[config.mk]
export PLATFORM = sky130hd
export DESIGN_NAME = stopwatch_ctrl
export DESIGN_NICKNAME = d
export VERILOG_FILES = /design/src/rtl/stopwatch_pkg.sv /design/src/rtl/stopwatch_ctrl_btn_edge.sv /design/src/rtl/stopwatch_ctrl.sv
export SDC_FILE = /design/constraint.sdc
export NUM_CORES = 1
export LEC_CHECK = 0
export CORE_UTILIZATION = 30
export DETAILED_ROUTE_END_ITERATION = 16
export MAX_ROUTING_LAYER = met4
export PLACE_DENSITY_LB_ADDON = 0.3
export SYNTH_ARGS = -nofsm -noshare
export SYNTH_HDL_FRONTEND = slang
export SYNTH_SLANG_ARGS = --single-unit
[constraint.sdc]
create_clock -name clk -period 2.1 [get_ports clk]
set_clock_uncertainty 0.05 [all_clocks]
set_input_delay 0.21 -clock clk [delete_from_list [all_inputs] [get_ports clk]]
set_output_delay 0.21 -clock clk [all_outputs]
set_load 0.02 [all_outputs]
[src/rtl/stopwatch_pkg.sv]
// Shared types and defaults for the stopwatch sequencing controller.
// Covers the FSM state enum, the BCD digit bundle and the default tick rate.
package stopwatch_pkg;

  localparam int TICK_HZ_DEFAULT = 100;

  typedef enum logic [1:0] {
    IDLE,
    RUN,
    LAP,
    PAUSE
  } sw_state_t;

  typedef struct packed {
    logic [3:0] hour1;
    logic [3:0] hour0;
    logic [3:0] min1;
    logic [3:0] min0;
    logic [3:0] sec1;
    logic [3:0] sec0;
    logic [3:0] cseg1;
    logic [3:0] cseg0;
  } digits_t;

endpackage

[src/rtl/stopwatch_ctrl_btn_edge.sv]
// Button conditioner: 2-flop synchronizer followed by a registered rising-edge detector.
// Used by stopwatch_ctrl only when STOPWATCH_BTN_SYNC_EN is defined.
module btn_edge (
  input  logic clk,
  input  logic rst,
  input  logic btn_i,
  output logic pulse_o
);

  // sr_q[0], sr_q[1] form the synchronizer; sr_q[2] holds the previous synchronized level.
  logic [2:0] sr_q, sr_d;
  logic       pulse_q, pulse_d;

  // NOTE: every combinational output gets a default first so no latch can be inferred.
  always_comb begin
    sr_d    = {sr_q[1:0], btn_i};
    pulse_d = sr_q[1] & ~sr_q[2];
  end

  // NOTE: sequential state uses non-blocking assignments so all flops update together.
  always_ff @(posedge clk) begin
    if (rst) begin
      sr_q    <= '0;
      pulse_q <= 1'b0;
    end else begin
      sr_q    <= sr_d;
      pulse_q <= pulse_d;
    end
  end

  assign pulse_o = pulse_q;

endmodule

[src/rtl/stopwatch_ctrl.sv]
// Stopwatch sequencing controller: start/stop, lap snapshot and clear for the BCD counter.
// Define STOPWATCH_BTN_SYNC_EN to accept raw level buttons (synchronized and edge-detected).
module stopwatch_ctrl
  import stopwatch_pkg::*;
#(
  parameter int CLK_FREQ_HZ = 100_000_000,
  parameter int TICK_HZ     = TICK_HZ_DEFAULT
) (
  input  logic        clk,
  input  logic        rst,
  input  logic        start_stop_i,
  input  logic        lap_i,
  input  logic        clear_i,
  input  logic [31:0] digits_i,
  output logic        carry_o,
  output logic        cnt_clr_o,
  output logic [31:0] disp_o,
  output logic        running_o,
  output logic        lap_o
);

  localparam int DIV = CLK_FREQ_HZ / TICK_HZ;
  localparam int PW  = $clog2(DIV);
  localparam logic [PW-1:0] PRESC_MAX = PW'(DIV - 1);

  logic start_stop, lap, clear;

`ifdef STOPWATCH_BTN_SYNC_EN
  btn_edge u_ss_edge  (.clk(clk), .rst(rst), .btn_i(start_stop_i), .pulse_o(start_stop));
  btn_edge u_lap_edge (.clk(clk), .rst(rst), .btn_i(lap_i),        .pulse_o(lap));
  btn_edge u_clr_edge (.clk(clk), .rst(rst), .btn_i(clear_i),      .pulse_o(clear));
`else
  assign start_stop = start_stop_i;
  assign lap        = lap_i;
  assign clear      = clear_i;
`endif

  sw_state_t     state_q, state_d;
  logic [PW-1:0] presc_q, presc_d;
  digits_t       snap_q, snap_d;
  logic          carry_q, carry_d;
  logic          clr_q, clr_d;
  logic          running_q, running_d;
  logic          lap_q, lap_d;

  always_comb begin
    state_d = state_q;
    presc_d = presc_q;
    snap_d  = snap_q;
    carry_d = 1'b0;
    clr_d   = 1'b0;

    // The prescaler advances on the current state, so a tick due on a stop edge still fires.
    if (state_q == RUN || state_q == LAP) begin
      if (presc_q == PRESC_MAX) begin
        presc_d = '0;
        carry_d = 1'b1;
      end else begin
        presc_d = presc_q + 1'b1;
      end
    end else if (state_q == IDLE) begin
      presc_d = '0;
    end

    unique case (state_q)
      IDLE: begin
        if (clear)           clr_d   = 1'b1;
        else if (start_stop) state_d = RUN;
      end
      RUN: begin
        if (start_stop) begin
          state_d = PAUSE;
        end else if (lap) begin
          state_d = LAP;
          snap_d  = digits_t'(digits_i);
        end
      end
      LAP: begin
        if (start_stop) state_d = PAUSE;
        else if (lap)   state_d = RUN;
      end
      PAUSE: begin
        if (clear) begin
          clr_d   = 1'b1;
          presc_d = '0;
          state_d = IDLE;
        end else if (start_stop) begin
          state_d = RUN;
        end
      end
      default: state_d = IDLE;
    endcase

    running_d = (state_d == RUN) || (state_d == LAP);
    lap_d     = (state_d == LAP);
  end

  always_ff @(posedge clk) begin
    if (rst) begin
      state_q   <= IDLE;
      presc_q   <= '0;
      snap_q    <= '0;
      carry_q   <= 1'b0;
      clr_q     <= 1'b0;
      running_q <= 1'b0;
      lap_q     <= 1'b0;
    end else begin
      state_q   <= state_d;
      presc_q   <= presc_d;
      snap_q    <= snap_d;
      carry_q   <= carry_d;
      clr_q     <= clr_d;
      running_q <= running_d;
      lap_q     <= lap_d;
    end
  end

  assign carry_o   = carry_q;
  assign cnt_clr_o = clr_q;
  assign running_o = running_q;
  assign lap_o     = lap_q;
  assign disp_o    = (state_q == LAP) ? 32'(snap_q) : digits_i;

endmodule

==> flow_summary_export.csv <==
group,metric,value,unit
floorplan,die_width,99.6,um
floorplan,row_count,35,
cells_and_area,syn_to_final_growth,38.8,%
floorplan,die_h,99.6,um
power_and_ir_drop,leakagePower,1.39,nW
clock_network,cts_max_path_buffers,2,
placement,place_hpwl,4900,um
setup_path,start_kind,"register",
job,drv_cap,0,
setup_path,critPathKind,"register to output port",
setup_path,critical-path-max-stage-delay,0.35,ns
setup_path,path_max_fanout,18,
synth,yosys.cell_types.count,41,
clock_network,cts_buffers,9,
clock_network,tritoncts,"done",
clock_network,insertion_delay,0.34,ns
setup_path,end_kind,"output port",
global_route,grt_use_total,16.2,%
detailed_routing,drtPass1Iterations,4,
synth,yosysWarningCount,0,
synth,avgSynthCellArea,8.41,um^2
detailed_routing,wl_per_cell,13.1,um
cells_and_area,post-route-cell-area,3970,um^2
hold_path,hold_path_class,"input pin to register",
clock_network,cts.clk_slew.worst_paths,0.07,ns
clock_network,cts_setup_buffers,0,
cells_and_area,fillCellCount,943,
detailed_routing,wl_met3,430,um
detailed_routing,wirelength_met1,3430,um
synth,synth_nets,383,
clock_network,clock-root-buffer,"clkbuf_8",
synth,synth_top_cell_by_area,"dfxtp_1",
clock_network,hold_buffers,0,
setup_path,crit_slowest_cell,"mux2_2",
cells_and_area,drive_gt1_share,20.7,%
cells_and_area,num_antenna_cells,0,
floorplan,io_pins,73,
setup_path,crit_buf_inv,3,
synth,synth-main-ff-cell,"dfxtp_1",
outcome,outcome,"finished clean",
placement,gp_congestion,0.782,
synth,synthTopCellsByCount,"79 x nand2_1, 58 x dfxtp_1, 50 x a21oi_1, 32 x mux2_2, 14 x clkbuf_1",
synth,syn-instance-count,340,
cells_and_area,seq_area,1160,um^2
sta,tightest_slew,0.603,ns
sta,slew-limit-headroom,59.8,%
power_and_ir_drop,ir_drop,0.244,mV
floorplan,design.core.area,9240,um^2
synth,seq_area_frac_synth,40.6,%
global_route,grt_pass1_wl,12400,um
sta,rsz0062_at_grt,"yes",
cells_and_area,multi_input_area,1600,um^2
global_route,grt_pass1_vias,2659,
setup_path,arrival,1.75,ns
sta,max_freq,499,MHz
placement,port_buffers,72,
setup_path,worst_ep_required_time,1.84,ns
sta,hold_viol,0,
synth,synth_most_common_cell,"nand2_1",
sta,maxSlewViolCount,0,
synth,syn-cell-area,2860,um^2
sta,setup_ws,0.0949,ns
detailed_routing,drc_errors,0,
cells_and_area,post-route-util,43.0,%
detailed_routing,drt-total-wl,7210,um
global_route,grt-ovfl-total,0,
synth,synth_top_area_share,40.6,%
power_and_ir_drop,p_per_area,611,nW/um^2
cells_and_area,fin_nets,459,
synth,ys_async_sr_fraction,0,%
setup_path,path_cells,"inv_2 > ha_4 > buf_12 > mux2_2 > clkdlybuf4s15_1",
detailed_routing,vias,2669,
cells_and_area,final_cells,550,
global_route,grt_max_degree,39,
sta,period_share,95.5,%
floorplan,die_area,9930,um^2
detailed_routing,highest_layer,"met4",
clock_network,numClockSinks,58,
setup_path,critical_path.top_delay_family,"buffers and inverters",
global_route,antenna_found_initial,0,
detailed_routing,ant_nets,0,
clock_network,h-tree-depth,3,
synth,ys_ff_latch,58,
detailed_routing,dr_wl_met2,3280,um
synth,synth_edf_count,0,
placement,pre_cts_slack,0.141,ns
placement,place_inst,533,
detailed_routing,vias_per_cell,4.85,
sta,post-route-min-period,2.01,ns
floorplan,initial_core_util,31.0,%
sta,finalSetupViolCount,0,
placement,place_area,3750,um^2
detailed_routing,drt_iter0_markers,73,
synth,ys_top_cells_by_area,"dfxtp_1 41%, mux2_2 13%, nand2_1 10%",
==> per-stage QoR <==
step / TNS, ns / power [mW] / hold WS [ns]
3_3_place_gp: 0 / 1.54 / 0.389
5_1_grt: -0.00860 / 2.55 / 0.380
6_report: 0 / 2.43 / 0.390
3_5_place_dp: 0 / 1.55 / 0.397
4_1_cts: 0 / 2.46 / 0.370
2_1_floorplan: 0 / 1.35 / 0.296
==> flip-flops by register name, indices dropped and copies added (netlist names) <==
register	count
presc_q	20
running_o	1
snap_q	32
carry_o	1
state_q	2
lap_o	1
cnt_clr_o	1
==> layer usage <==
layer	vias up	global-route usage, %
met5	-	-
li1	1351	-
met2	68	24.9
met1	1245	20.1
met3	5	5.48
met4	0	4.86
==> power breakdown <==
part / internal (mW) / switching, mW / leakage, nW
clock: 0.454 / 0.459 / 0.0851
sequential: 1.12 / 0.0105 / 0.468
combinational: 0.192 / 0.192 / 0.834
==> cell type report <==
type,count,share of cell area [%]
inverters,7,0.662
flip-flops and latches,58,29.2
repair buffers,84,21.4
clock inverters,5,0.756
multi-input cells,256,40.3
well taps,129,4.06
clock buffers,11,3.56
==> cell usage in the layout (no fill, tap or decap), types with 3 or more instances in the layout <==
master / n
nand4_1: 3
nor3_1: 5
nand3b_1: 3
clkinv_2: 3
clkdlybuf4s15_1: 16
a41oi_1: 3
clkbuf_8: 10
clkdlybuf4s15_2: 14
buf_4: 10
nand2b_1: 4
nand3_1: 7
o21ai_0: 4
nor2_1: 12
and3_1: 5
clkdlybuf4s50_1: 40
a31oi_1: 11
inv_1: 6
o21ai_1: 4
ha_1: 4
a21oi_1: 50
dfxtp_1: 58
mux2_2: 32
nand2_1: 79
nor2b_1: 4
==> tightest hold or removal path, cell delays in order <==
cell and delay [ns]:
clkdlybuf4s50_1 0.41, nand2_1 0.06, a21oi_1 0.05
==> kinds of logic after synthesis <==
group	count (synthesis)	synth area share [%]
AND/OR/NAND/NOR	134	22.9
AO/OA/AOI/OAI	82	16.5
flip-flops	58	40.6
multiplexers	34	13.3
buffers and inverters	26	4.07
adder cells (fa/ha/maj)	6	2.62
==> worst paths after layout <==
kind | cells after the start | end | slack (ns) | from
hold reg to reg | 2 | snap_q[30] | 0.40 | snap_q[30]
setup reg to reg | 7 | presc_q[12] | 0.17 | presc_q[0]
setup / recovery | 5 | disp_o[3] | 0.09 | state_q[0]
hold / removal | 3 | snap_q[23] | 0.39 | digits_i[23]
==> repair_timing <==
action                                  in CTS  in global routing
gates cloned                                 1                  0
resized for setup                           63                 22
hold endpoints to repair                     0                  0
endpoints found under the setup margin      32                 21
(Power assumes the default switching activity.)
